### config.mk
export PLATFORM = sky130hd
export DESIGN_NAME = fetch_ctrl
export DESIGN_NICKNAME = d
export VERILOG_FILES = /design/src/rtl/risc16_pkg.sv /design/src/rtl/pc_reg.sv /design/src/rtl/fetch_ctrl.sv
export SDC_FILE = /design/constraint.sdc
export NUM_CORES = 1
export LEC_CHECK = 0
export ABC_AREA = 1
export CAP_MARGIN = 20
export CORE_MARGIN = 5
export CORE_UTILIZATION = 53
export DETAILED_ROUTE_END_ITERATION = 7
export PLACE_DENSITY = 0.81
export RECOVER_POWER = 25
export SLEW_MARGIN = 20
export SYNTH_ARGS = -nofsm -noshare
export SYNTH_HDL_FRONTEND = slang
export SYNTH_SLANG_ARGS = --single-unit
### constraint.sdc
create_clock -name clk -period 2.25 [get_ports clk]
set_clock_uncertainty 0.15 [all_clocks]
set_input_delay 0.225 -clock clk [delete_from_list [all_inputs] [get_ports clk]]
set_output_delay 0.225 -clock clk [all_outputs]
set_load 0.1 [all_outputs]
### src/rtl/risc16_pkg.sv
// Shared definitions for the RISC16 fetch front end.
//   WORD_W   : datapath / address width
//   RESET_PC : program counter value after reset
//   PC_STEP  : PC increment per fetched word (word-addressed memory)
//   fetch_state_t : fetch controller state encoding
package risc16_pkg;
  localparam int WORD_W = 16;
  localparam logic [WORD_W-1:0] RESET_PC = '0;
  localparam int PC_STEP = 1;

  typedef enum logic [1:0] {
    IDLE = 2'd0,
    REQ  = 2'd1,
    HOLD = 2'd2
  } fetch_state_t;
endpackage

### src/rtl/pc_reg.sv
// Program counter register.
//   clk, rst_n : clock, async active-low reset (resets to RESET_PC)
//   load       : take load_val next cycle (priority over inc)
//   inc        : advance by PC_STEP next cycle, wraps modulo 2^WORD_W
//   pc         : current program counter
module pc_reg #(
  parameter int                WORD_W   = risc16_pkg::WORD_W,
  parameter logic [WORD_W-1:0] RESET_PC = risc16_pkg::RESET_PC,
  parameter logic [WORD_W-1:0] PC_STEP  = WORD_W'(risc16_pkg::PC_STEP)
) (
  input  logic              clk,
  input  logic              rst_n,
  input  logic              load,
  input  logic              inc,
  input  logic [WORD_W-1:0] load_val,
  output logic [WORD_W-1:0] pc
);
  import risc16_pkg::*;

  always_ff @(posedge clk or negedge rst_n) begin
    if (!rst_n)    pc <= RESET_PC;
    else if (load) pc <= load_val;
    else if (inc)  pc <= pc + PC_STEP;
  end
endmodule

### src/rtl/fetch_ctrl.sv
// Instruction-fetch controller feeding the 16-bit instruction register.
// Owns the PC, runs a req/ready handshake with instruction memory and
// delivers each word on ir_data with a one-cycle ir_load strobe.
//   clk, rst_n          : clock, async active-low reset
//   en                  : fetch enable (an outstanding request still completes)
//   stall               : downstream cannot take ir_load this cycle
//   redirect_valid/_pc  : branch/jump target pulse
//   imem_req/addr       : memory request, address = PC (decoded from state)
//   imem_ready/rdata    : memory response
//   ir_data/ir_load     : word and load strobe to the instruction register
//   pc_out              : address of the word on ir_data
//   busy                : controller not idle
module fetch_ctrl #(
  parameter int                WORD_W   = risc16_pkg::WORD_W,
  parameter logic [WORD_W-1:0] RESET_PC = risc16_pkg::RESET_PC,
  parameter int                PC_STEP  = risc16_pkg::PC_STEP
) (
  input  logic              clk,
  input  logic              rst_n,
  input  logic              en,
  input  logic              stall,
  input  logic              redirect_valid,
  input  logic [WORD_W-1:0] redirect_pc,
  output logic              imem_req,
  output logic [WORD_W-1:0] imem_addr,
  input  logic              imem_ready,
  input  logic [WORD_W-1:0] imem_rdata,
  output logic [WORD_W-1:0] ir_data,
  output logic              ir_load,
  output logic [WORD_W-1:0] pc_out,
  output logic              busy
);
  import risc16_pkg::*;

  localparam logic [WORD_W-1:0] STEP = WORD_W'(PC_STEP);

  fetch_state_t      state;
  logic [WORD_W-1:0] pc;
  logic [WORD_W-1:0] pc_val;
  logic              pc_load, pc_inc;
  logic [WORD_W-1:0] hold_data, hold_pc;
  logic              pend_vld;
  logic [WORD_W-1:0] pend_pc;
  logic              fire;

  assign fire      = (state == REQ) && imem_ready;
  assign imem_req  = (state == REQ);
  assign imem_addr = pc;
  assign busy      = (state != IDLE);

  // PC update. A redirect seen mid-request is parked in pend_pc and only
  // applied when the request completes, so imem_addr stays stable.
  // A same-cycle redirect beats the parked one.
  always_comb begin
    pc_load = 1'b0;
    pc_inc  = 1'b0;
    pc_val  = redirect_pc;
    case (state)
      IDLE: pc_load = redirect_valid;
      REQ: begin
        if (fire) begin
          if (redirect_valid) begin
            pc_load = 1'b1;
          end else if (pend_vld) begin
            pc_load = 1'b1;
            pc_val  = pend_pc;
          end else begin
            pc_inc = 1'b1;
          end
        end
      end
      HOLD: pc_load = redirect_valid;
      default: ;
    endcase
  end

  pc_reg #(
    .WORD_W   (WORD_W),
    .RESET_PC (RESET_PC),
    .PC_STEP  (STEP)
  ) u_pc (
    .clk      (clk),
    .rst_n    (rst_n),
    .load     (pc_load),
    .inc      (pc_inc),
    .load_val (pc_val),
    .pc       (pc)
  );

  always_ff @(posedge clk or negedge rst_n) begin
    if (!rst_n) begin
      state     <= IDLE;
      ir_data   <= '0;
      pc_out    <= '0;
      ir_load   <= 1'b0;
      hold_data <= '0;
      hold_pc   <= '0;
      pend_vld  <= 1'b0;
      pend_pc   <= '0;
    end else begin
      ir_load <= 1'b0;
      case (state)
        IDLE: begin
          if (en) state <= REQ;
        end
        REQ: begin
          if (fire) begin
            if (redirect_valid || pend_vld) begin
              // wrong-path word: drop it
              pend_vld <= 1'b0;
              state    <= en ? REQ : IDLE;
            end else if (stall) begin
              hold_data <= imem_rdata;
              hold_pc   <= pc;
              state     <= HOLD;
            end else begin
              ir_data <= imem_rdata;
              pc_out  <= pc;
              ir_load <= 1'b1;
              state   <= en ? REQ : IDLE;
            end
          end else if (redirect_valid) begin
            pend_vld <= 1'b1;
            pend_pc  <= redirect_pc;
          end
        end
        HOLD: begin
          if (redirect_valid) begin
            state <= en ? REQ : IDLE;
          end else if (!stall) begin
            ir_data <= hold_data;
            pc_out  <= hold_pc;
            ir_load <= 1'b1;
            state   <= en ? REQ : IDLE;
          end
        end
        default: state <= IDLE;
      endcase
    end
  end
endmodule
==> results of run 1 <==
==> layout make-up <==
cell class / count / share of cell area, %
Clock buffer: 10 / 2.15
Clock inverter: 6 / 0.780
Inverter: 65 / 4.17
Multi-Input combinational cell: 433 / 33.4
Sequential cell: 100 / 42.2
Tap cell: 108 / 2.28
Timing Repair Buffer: 100 / 15.0
==> metal layers <==
layer	track usage, %	vias up	share of wire, %	wire length, µm
met3	4.89	17	5.2	588
met5	0	-	0	0
met4	5.18	0	1.7	190
li1	-	2174	-	-
met2	33.5	108	47	5370
met1	29.4	1991	46	5230
==> cell families (layout without fill, tap and decap cells) <==
group | count (synthesis) | in the layout | share of synthesized area, %
AO/OA/AOI/OAI | 153 | 153 | 16.2
flip-flops | 100 | 100 | 51.6
XOR/XNOR | 2 | 2 | 0.361
adder cells (fa/ha/maj) | 5 | 5 | 1.29
buffers and inverters | 92 | 181 | 7.80
AND/OR/NAND/NOR | 273 | 273 | 22.7
==> path summary, 6_finish.rpt <==
check	from	end	slack (ns)
worst min-delay path	redirect_pc[12]	pend_pc[12]$_DFFE_PN0P_	0.28
worst max-delay path	state[1]$_DFFE_PN0P_	u_pc.pc[5]$_DFFE_PN0P_	0.14
worst max register to register	state[1]$_DFFE_PN0P_	u_pc.pc[5]$_DFFE_PN0P_	0.14
max in group asynchronous	rst_n	pend_pc[9]$_DFFE_PN0P_	0.35
worst min register to register	pend_pc[12]$_DFFE_PN0P_	pend_pc[12]$_DFFE_PN0P_	0.33
min in group asynchronous	rst_n	ir_data[0]$_DFFE_PN0P_	0.44
==> cells in the mapped netlist <==
cell	n
nor3_4	1
ha_1	5
and2_1	1
buf_2	8
nor2_1	109
nor2_4	1
dfrtp_1	100
a21oi_1	78
clkbuf_1	14
o21ai_1	1
clkinv_1	1
nand3b_1	4
inv_2	3
o211ai_1	4
nand2_2	3
buf_6	3
o31ai_1	2
nor3_1	1
nand2_1	134
inv_1	61
o21a_1	1
a31oi_1	1
nand4_1	5
xor2_1	2
o21ai_0	66
nor2_2	1
nand3_1	13
buf_1	2
==> per-stage QoR <==
step	instances	hold WS (ns)	area (µm²)	worst slack, ns	util, %
finish	822	0.283	5940	0.139	67.4
CTS	822	0.256	5940	0.107	67.5
global placement	805	0.110	5760	0.169	65.4
floorplan	625	-0.221	4860	0.0226	-
global route	822	0.283	5940	0.00282	67.4
detailed placement	805	0.113	5760	0.0523	65.4
==> what timing repair did <==
| action | CTS | global route |
|---|---|---|
| setup buffers | 0 | 0 |
| hold buffers | 1 | 0 |
| gates resized for setup | 0 | 3 |
| endpoints found under the setup margin | 0 | 2 |
| hold endpoints to repair | 41 | 0 |
==> worst max-delay path, cell delays in order (launching register included) <==
cell and delay (ns):
dfrtp_1 0.41, inv_1 0.13, ha_4 0.17, nand2_1 0.12, inv_2 0.14, nand2_1 0.06, nand2_1 0.09, nand2_2 0.16
buf_4 0.24, o21ai_0 0.13, nand2_1 0.10, a21oi_1 0.13
==> results.md, run 1 <==
- Max-cap violations: 0
- Unrepaired setup endpoints after global routing: no
- Clock buffer depth: 2
- Die area: 0.0112 mm²
- Worst Tran Pin Value: 1.12 ns
- Initial antenna violation count: 0
- H-tree Lvls: 3
- CTS tree: built
- Yosys warns: 0
- Final Max Tran Viols: 0
- Share of layout cells above drive strength 1: 12.9%
- Via count: 4290
- Final nets: 752
- Drt first-iter violations: 295
- GRT overflow: 0
- Clock transition at path regs: 0.10 ns
- Worst slew margin: 25.2%
- DR vias/cell: 5.22
- Multi-input logic area: 0.00198 mm²
- WP data arrival: 2.24 ns
- Average size of a mapped cell: 7.76 µm²
- Yosys top cell by area: dfrtp_1
- Hold crit path type: in -> reg
- Crit path time final: 2.11 ns
- FF/Latch Area: 0.00250 mm²
- DP HPWL: 8310 µm
- Post-synth cell types: 28
- Vias in the first global route: 4072
- Number of I/O port buffers: 88
- Setup TNS: 0 ns
- Status: finished, final reports clean
- Cells after synthesis: 625
- Synth top area cells: dfrtp_1, nand2_1, nor2_1
- Critical Path RT: 2.38 ns
- DRT Pass-1 Iters: 5
- Die height: 106 µm
- Routed WL: 11400 µm
- Drt wl/cell: 13.8 µm
- Die X: 106 µm
- Seq cells post-synth: 100
- Worst hold path depth: 3
- # setup viols final: 0
- Crit Path Max Fanout: 15
- Antenna diodes: 0
- DRC violations left: 0
- Starting density of the core: 55.0%
- DRT antenna net count: 0
- # fillers: 735
- Share of the clock period used by the worst path: 93.8%
- Placer Congestion: 0.871
- Later-pin clock latency in the skew report: 0.36 ns
- Top-area cell type share of the netlist area: 51.6%
- Synthesized cell area: 0.00485 mm²
- Row count: 34
- Reg2Reg Depth: 11
- Area grow syn2layout: 22.5%
- CP startpoint kind: flip-flop
- Critical path capture point type: flip-flop
- First-pass GRT wire length: 19500 µm
- Commonest non-fill, non-tap cell in the layout: nand2_1
- Pin count of the biggest net entering global routing: 65
- Setup Crit Path Kind: reg -> reg
- Hold Fails Final Rpt: 0
- Root buf cell: clkbuf_8
- Num CTS Buffers: 9
- Core area: 0.00881 mm²
- Num ports: 89
- Clock Sinks: 100
- Most frequent cells in the layout: nand2_1, nor2_1, dfrtp_1
- Tot GR Track Use: 21.0%
- Sequential share of the synthesized area: 51.6%
- Max Freq: 474 MHz
- Syn_nets: 668
Power of run 1 is not shown: default switching activity piles up to over one toggle a cycle in this logic, so the estimate is an artifact.
==> run 2, diff against run 1 <==
- clock period: 2.25 -> 2.2 ns (I/O delays scaled with it)
==> results.md, run 2 (same netlist as run 1, synthesis figures left out) <==
- Root buf cell: clkbuf_8
- Cells along the critical path: inv_1 -> ha_4 -> nand2_1 -> inv_2 -> nand2_1 -> nand2_1 -> nand2_2 -> buf_4 -> o21ai_0 -> o21ai_0 -> o21a_1
- Clock buffer depth: 2 (unchanged)
- # placed instances: 805 (unchanged)
- Drt first-iter violations: 282 (-4.4%)
- Later-pin clock latency in the skew report: 0.37 ns (about the same)
- DR vias/cell: 5.18 (-0.70%)
- First-pass GRT wire length: 19200 µm (-1.7%)
- DRC violations left: 0 (unchanged)
- Crit Path Max Fanout: 13 (-2)
- Setup TNS: 0 ns (unchanged)
- Worst path slowest cell: dfrtp_1
- Most Crowded Layer GR: met2
- Final non-filler cell total: 821 (-0.12%)
- Row count: 34 (unchanged)
- DRT Pass-1 Iters: 5 (unchanged)
- Worst slew margin: 26.1% (+0.97 points)
- Commonest non-fill, non-tap cell in the layout: nand2_1
- Tot GR Track Use: 20.7% (-0.37 points)
- Met2 Use GR: 33.6% (+0.091 points)
- GR Layer Usage met1: 28.6% (-0.85 points)
- Number of I/O port buffers: 88 (unchanged)
- Dpl ws: 0.0957 ns (+0.0434 ns)
- Hold crit path type: in -> reg
- DRT antenna net count: 0 (unchanged)
- Final Max Tran Viols: 0 (unchanged)
- Die height: 106 µm (unchanged)
- Area grow syn2layout: 23.2%
- CTS tree: built
- Via count: 4255 (-0.82%)
- GR Util met3: 3.73% (-1.2 points)
- Placer Congestion: 0.937 (+7.6%)
- Share of layout cells above drive strength 1: 12.9% (+0.018 points)
- Max-cap violations: 0 (unchanged)
- Critical Path RT: 2.31 ns (-0.07 ns)
- H-tree Lvls: 3 (unchanged)
- Initial antenna violation count: 0 (unchanged)
- DP HPWL: 8160 µm (-1.9%)
- Status: finished, final reports clean
- WP data arrival: 2.20 ns (-0.04 ns)
- Cell family with most CP delay: buffers and inverters
- Most frequent cells in the layout: nand2_1, nor2_1, dfrtp_1
- Clock Sinks: 100 (unchanged)
- Core area: 0.00881 mm² (unchanged)
- Max Freq: 479 MHz (+1.2%)
- Pin count of the biggest net entering global routing: 67 (+3.1%)
- Die area: 0.0112 mm² (unchanged)
- Critical path's largest stage delay: 0.41 ns (about the same)
- CP startpoint kind: flip-flop
- # setup viols final: 0 (unchanged)
- Starting density of the core: 55.0% (unchanged)
- Hold Fails Final Rpt: 0 (unchanged)
- Setup ws final: 0.113 ns (-0.0258 ns)
- Num CTS Buffers: 9 (unchanged)
- Setup Crit Path Kind: reg -> reg
- Worst Path Buf+Inv: 3 (unchanged)
- Critical path capture point type: flip-flop
- Most frequent CP cell: nand2_1
- Num ports: 89 (unchanged)
- Crit path time final: 2.09 ns (-0.0242 ns)
- Vias in the first global route: 4034 (-0.93%)
- Drt wl/cell: 14.0 µm (+0.94%)
- Routed WL: 11500 µm (+0.82%)
- Worst Tran Pin Value: 1.11 ns (-0.0146 ns)
- Unrepaired setup endpoints after global routing: no
- Antenna diodes: 0 (unchanged)
- Die X: 106 µm (unchanged)
- Final nets: 752 (unchanged)
- GRT overflow: 0 (unchanged)
- Share of the clock period used by the worst path: 94.9% (+1.0 points)
- Clock transition at path regs: 0.11 ns (about the same)
## run 2: cell count changes in the layout (fill, tap and decap cells not counted), sizes merged
| cell | before | now |
|---|---|---|
| buf | 61 | 62 |
| clkbuf | 12 | 10 |
| clkinvlp | 3 | 1 |
| clkinv | 2 | 3 |
| inv | 66 | 67 |
## run 2: stage by stage
stage               instance area (µm²)  hold slack, ns  util (%)
floorplan                          4860          -0.226         -
global route                       5970           0.294      67.8
global placement                   5770          0.0984      65.6
finish                             5970           0.272      67.8
CTS                                5970           0.247      67.7
detailed placement                 5770           0.108      65.6
## run 2: what timing repair did
| item | in CTS | in global routing |
|---|---|---|
| resized for setup | 0 | 3 |
| endpoints found under the setup margin | 0 | 2 |
| buffers inserted | 0 | 0 |
| hold buffers | 1 | 0 |
| endpoints found under the hold margin | 41 | 0 |
## run 2: final cells by class
class,count,area (µm²)
Sequential cell,100,2500
Fill cell,745,2830
Clock buffer,9,124
Inverter,65,248
Tap cell,108,135
Clock inverter,6,57.6
Multi-Input combinational cell,433,1990
Timing Repair Buffer,100,916
## run 2: final timing paths
| kind | end | slack, ns | from | depth (start not counted) |
|---|---|---|---|---|
| max in group asynchronous | hold_pc[13]$_DFFE_PN0P_ | 0.56 | rst_n | 3 |
| max | u_pc.pc[1]$_DFFE_PN0P_ | 0.11 | state[1]$_DFFE_PN0P_ | 11 |
| min in group asynchronous | hold_data[3]$_DFFE_PN0P_ | 0.44 | rst_n | 2 |
| min reg2reg | pend_pc[5]$_DFFE_PN0P_ | 0.34 | pend_pc[5]$_DFFE_PN0P_ | 2 |
| min | hold_data[0]$_DFFE_PN0P_ | 0.27 | imem_rdata[0] | 3 |
| max reg2reg | u_pc.pc[1]$_DFFE_PN0P_ | 0.11 | state[1]$_DFFE_PN0P_ | 11 |
## run 2: layer usage
metal	wire length (µm)	vias up
met2	5410	120
li1	-	2174
met5	0	-
met4	167	0
met3	605	15
met1	5290	1946
## run 2: worst register-to-register path, delay by kind of cell (launching register included)
| family | cells | cell delay, ns |
|---|---|---|
| flops | 1 | 0.41 |
| simple gates | 4 | 0.41 |
| buf+inv | 3 | 0.49 |
| fa+ha+maj | 1 | 0.19 |
| compound gates | 3 | 0.33 |
Power of run 2 is left out for the same reason.
